<file path="config.mk">
export PLATFORM = sky130hd
export DESIGN_NAME = alu_result_fifo
export DESIGN_NICKNAME = d
export VERILOG_FILES = /design/src/rtl/alu_result_fifo.sv
export SDC_FILE = /design/constraint.sdc
export NUM_CORES = 1
export LEC_CHECK = 0
export CORE_MARGIN = 2
export CORE_UTILIZATION = 45
export DETAILED_ROUTE_END_ITERATION = 16
export PLACE_DENSITY_LB_ADDON = 0.08
export SLEW_MARGIN = 20
export SYNTH_ARGS = -nofsm -noshare
export SYNTH_HDL_FRONTEND = slang
export SYNTH_SLANG_ARGS = --single-unit
</file>
<file path="constraint.sdc">
create_clock -name clk_in -period 3 [get_ports clk_in]
set_input_delay 0.6 -clock clk_in [delete_from_list [all_inputs] [get_ports clk_in]]
set_output_delay 0.6 -clock clk_in [all_outputs]
set_load 0.1 [all_outputs]
</file>
<file path="src/rtl/alu_result_fifo.sv">
`default_nettype none
// ============================================================================
//  Module   : alu_result_fifo
//  Purpose  : Capture stage behind the 4-bit ALU (invert/add/subtract/double).
//             Each accepted result is tagged with its op, the carry that
//             belongs to that op and a zero flag. It is then queued in a
//             DEPTH-entry FIFO that is drained through a valid/ready handshake.
//  Ports    : clk_in, rst_in (async, active high), clear_in (sync flush)
//             upstream   : valid_in, ready_out, op_in, result_in,
//                          c_add_in, c_sub_in, c_dbl_in
//             downstream : valid_out, ready_in, op_out, result_out,
//                          carry_out, zero_out
//             status     : count_out, overflow_out (sticky drop flag)
//  Revision : 1.0  initial release
// ============================================================================
module alu_result_fifo #(
   parameter int DATA_W = 4,
   parameter int DEPTH  = 4,
   parameter int CNT_W  = 3
) (
   input  logic              clk_in,
   input  logic              rst_in,
   input  logic              clear_in,
   input  logic              valid_in,
   output logic              ready_out,
   input  logic [1:0]        op_in,
   input  logic [DATA_W-1:0] result_in,
   input  logic              c_add_in,
   input  logic              c_sub_in,
   input  logic              c_dbl_in,
   output logic              valid_out,
   input  logic              ready_in,
   output logic [1:0]        op_out,
   output logic [DATA_W-1:0] result_out,
   output logic              carry_out,
   output logic              zero_out,
   output logic [CNT_W-1:0]  count_out,
   output logic              overflow_out
);

   localparam int c_ptr_w   = (DEPTH > 1) ? $clog2(DEPTH) : 1;
   // Entry layout, MSB first: {op, result, carry, zero}
   localparam int c_entry_w = 2 + DATA_W + 2;

   localparam logic [CNT_W-1:0]   c_depth   = CNT_W'(DEPTH);
   localparam logic [CNT_W-1:0]   c_cnt_one = CNT_W'(1);
   localparam logic [c_ptr_w-1:0] c_ptr_one = c_ptr_w'(1);

   localparam logic [1:0] c_op_inv = 2'b00;
   localparam logic [1:0] c_op_add = 2'b01;
   localparam logic [1:0] c_op_sub = 2'b10;
   localparam logic [1:0] c_op_dbl = 2'b11;

   logic [c_entry_w-1:0] r_mem [DEPTH];
   logic [c_ptr_w-1:0]   r_wr_ptr;
   logic [c_ptr_w-1:0]   r_rd_ptr;
   logic [CNT_W-1:0]     r_count;
   logic                 r_overflow;

   logic                 w_carry_sel;
   logic                 w_zero;
   logic [c_entry_w-1:0] w_entry;
   logic [c_entry_w-1:0] w_head;
   logic                 w_push;
   logic                 w_pop;

   // Keep only the carry produced by the selected operation; invert has none.
   always_comb begin
      w_carry_sel = 1'b0;
      case (op_in)
         c_op_inv: w_carry_sel = 1'b0;
         c_op_add: w_carry_sel = c_add_in;
         c_op_sub: w_carry_sel = c_sub_in;
         c_op_dbl: w_carry_sel = c_dbl_in;
         default:  w_carry_sel = 1'b0;
      endcase
   end

   assign w_zero  = (result_in == '0);
   assign w_entry = {op_in, result_in, w_carry_sel, w_zero};

   // Handshake flags come from registered count only, so neither valid_in
   // nor ready_in has a combinational path to ready_out / valid_out.
   assign ready_out = (r_count < c_depth);
   assign valid_out = (r_count != '0);

   assign w_push = valid_in & ready_out;
   assign w_pop  = valid_out & ready_in;

   always_ff @(posedge clk_in or posedge rst_in) begin
      if (rst_in) begin
         r_wr_ptr   <= '0;
         r_rd_ptr   <= '0;
         r_count    <= '0;
         r_overflow <= 1'b0;
         for (int i = 0; i < DEPTH; i++) begin
            r_mem[i] <= '0;
         end
      end else if (clear_in) begin
         // Flush bookkeeping only; stale entries stay in storage and are
         // hidden by valid_out until overwritten.
         r_wr_ptr   <= '0;
         r_rd_ptr   <= '0;
         r_count    <= '0;
         r_overflow <= 1'b0;
      end else begin
         if (w_push) begin
            r_mem[r_wr_ptr] <= w_entry;
            r_wr_ptr        <= r_wr_ptr + c_ptr_one;
         end
         if (w_pop) begin
            r_rd_ptr <= r_rd_ptr + c_ptr_one;
         end
         case ({w_push, w_pop})
            2'b10:   r_count <= r_count + c_cnt_one;
            2'b01:   r_count <= r_count - c_cnt_one;
            default: r_count <= r_count;
         endcase
         // Full is judged on the registered count: a pop in the same cycle
         // frees a slot only for the following cycle, so this entry is lost.
         if (valid_in && !ready_out) begin
            r_overflow <= 1'b1;
         end
      end
   end

   // Head always reflects the slot at the read pointer; consumers gate with valid_out.
   assign w_head = r_mem[r_rd_ptr];

   assign op_out       = w_head[c_entry_w-1 -: 2];
   assign result_out   = w_head[2 +: DATA_W];
   assign carry_out    = w_head[1];
   assign zero_out     = w_head[0];
   assign count_out    = r_count;
   assign overflow_out = r_overflow;

endmodule
`default_nettype wire
</file>
==> summary.md <==
| Metric | Value |
|---|---|
| CTS H-tree depth | 2 |
| Die footprint | 5010 um2 |
| Final nets | 202 |
| Vias in the first global route | 1369 |
| Rel. slew slack | 0.594 |
| Die H | 70.8 um |
| Placed insts | 228 |
| First-pass GRT wire length | 6530 um |
| Largest net degree at the start of global routing | 41 |
| Ports | 28 |
| Synth area leader | dfrtp_1 |
| GPL Wtd Cong | 0.742 |
| Commonest non-fill, non-tap cell in the layout | dfrtp_1 |
| Reg2Reg Launch Point | count_out[2] |
| Area contributors post-synth | dfrtp_1, mux2_2, mux4_2, mux2i_1, ha_1 |
| Critical path fanouts, max | 10 |
| R2r endpoint | count_out[2] |
| Yosys cell types | 33 |
| FP Rows | 24 |
| Setup CP Type | reg -> out |
| Syn_nets | 172 |
| Post-synthesis sequential area ratio | 0.498 |
| Final hold violation count | 0 |
| Drt via density | 5.40 |
| Top cell type's share of synthesized area | 0.498 |
| Outcome | finished clean |
| Cts bufs inserted | 5 |
| Vias | 1275 |
| Share of cells above drive strength 1 | 0.359 |
| Core area | 4320 um2 |
| HPWL Detailed | 2600 um |
| Final wirelength | 3680 um |
| Slew @ Worst Pin | 0.609 ns |
| Hold WC Path Type | reg -> reg |
| Die X | 70.8 um |
| Synthesized flop and latch total | 40 |
| Worst-Skew Late Latency | 0.29 ns |
| Period utilisation layout | 0.820 |
| Hold wc startpoint | r_mem[13] |
| R2R Setup Slk | 0.75 ns |
| Routed len/inst | 15.6 um |
| Setup Skew | 0.00481 ns |
| Worst R2R Path Depth | 5 |
| Period minus WS final | 2.46 ns |
| Post-CTS Resized | 0 |
| Final core utilization | 0.558 |
| Post-Place Cell Area | 2290 um2 |
| CP arrival | 1.86 ns |
| CTS tree | yes |
| Peak supply drop | 0.000392 V |
| Drt first-iter violations | 70 |
| Initial Util | 0.464 |
| Worst EP required | 2.40 ns |
| WHS Endpoint | r_mem[13] |
| Leakage Power | 1.07 nW |
| Crit end category | output pin |
| Final ANT Viol Nets | 0 |
| Slew Viols, Final | 0 |
| Final instance area | 2410 um2 |
| Port bufs | 27 |
| Mean post-synth cell area | 13.1 um2 |
| Most used cells in the layout excluding fill and tap cells | dfrtp_1, mux2_2, buf_4 |
| Max_cap viols | 0 |
| Filler cells | 376 |
| GRT Util Overall | 0.165 |
| Hold Path Stages | 1 |
| Fmax | 406 MHz |
| Post-Synthesis Cells | 153 |
| Fin Setup TNS | 0 ns |
| Global route total overflow | 0 |
| CP startpoint | r_rd_ptr[0] |
| Startpoint types | flop |
| Number of setup buffers added after CTS | 0 |
| Hold_buf cts | 0 |
| Sink Count | 40 |
| Layout area overhead | 20.1% |
| # diodes | 0 |
| DRC | 0 |
| Pwr/cell area | 1030 nW/um2 |
| Clock root buffer | clkbuf_8 |
| Unrepaired setup endpoints after global routing | no |
| Clk buf depth | 2 |
| Finished Layout Cells | 236 |
| Drt pass-1 iters | 4 |
| CTS clock-pin slew for the worst setup and hold paths | 0.08 ns |
| YS warnings | 0 |
| Setup-failing EPs final | 0 |
| Initial antenna violation count | 0 |
| Post-Syn Area | 2010 um2 |
layout make-up:
type / count / area, um2 / area share
flip-flops and latches: 40 / 1000 / 0.415
multi-input cells: 92 / 895 / 0.371
repair buffers: 35 / 295 / 0.122
clock buffers: 6 / 82.6 / 0.0343
well taps: 52 / 65.1 / 0.0270
clock inverters: 2 / 38.8 / 0.0161
inverters: 9 / 33.8 / 0.0140
critical path, stage by stage, from the launching register on:
cell	delay [ns]
dfrtp_1	0.74
mux4_2	0.59
buf_4	0.25
stage by stage:
step                      hold slack, ns  setup WS, ns  total power, W
after floorplan                    0.475         0.402         0.00184
after global placement             0.484         0.541         0.00202
final                              0.505         0.540         0.00248
after global routing               0.522         0.397         0.00261
after detailed placement           0.490         0.521         0.00205
after CTS                          0.508         0.485         0.00251
state kept, by name, indices dropped and copies added (netlist names):
signal and count:
r_mem 32, count_out 3, r_wr_ptr 2, overflow_out 1, r_rd_ptr 2
synthesized netlist by cell type:
cell type / number
a21o_1: 1
fa_1: 1
buf_2: 6
buf_4: 3
a211oi_1: 2
xnor2_1: 2
nor2_1: 10
or4_1: 2
o311ai_1: 1
nand3b_1: 1
buf_1: 1
o21ai_0: 2
xor2_1: 2
buf_6: 2
dfrtp_1: 40
nor4bb_1: 3
and4bb_2: 1
and3b_1: 1
o31ai_1: 1
mux2_2: 25
nand3_1: 2
or2_2: 1
inv_1: 9
nand2_1: 4
nor2b_1: 1
a31oi_1: 1
a311oi_1: 1
o31ai_2: 1
ha_1: 4
mux2i_1: 6
mux4_2: 8
or3_1: 2
a21oi_1: 6
cells by family after synthesis:
family                     synth area share
muxes                                 0.260
adders and majority gates            0.0349
xor gates and xnor gates             0.0174
buffers and inverters                0.0561
AOI/OAI and AO/OA                    0.0530
and+or+nand+nor                      0.0804
DFF                                   0.498
where the power goes:
part	total [W]	switching (W)	internal [W]	leakage, nW
sequential	0.000875	0.000143	0.000731	0.504
combinational	0.00115	0.000762	0.000388	0.502
clock	0.000456	0.000184	0.000272	0.0614
per-layer routing:
metal | vias up | share of wire | wire length, um | global-route usage
li1 | 603 | - | - | -
met1 | 640 | 0.46 | 1710 | 0.240
met2 | 28 | 0.48 | 1770 | 0.250
met3 | 4 | 0.049 | 179 | 0.0513
met4 | 0 | 0.0057 | 21 | 0.0252
met5 | - | 0 | 0 | 0
worst max-delay path by stage:
stage / slack, ns / end / cells after the start
after CTS: 0.48 / result_out[2] / 2
final: 0.54 / result_out[2] / 2
after detailed placement: 0.52 / count_out[2] / 6
after global routing: 0.40 / result_out[2] / 2
after global placement: 0.54 / count_out[2] / 6
after floorplan: 0.40 / count_out[2] / 6
Power figures use the tool's default switching activity.
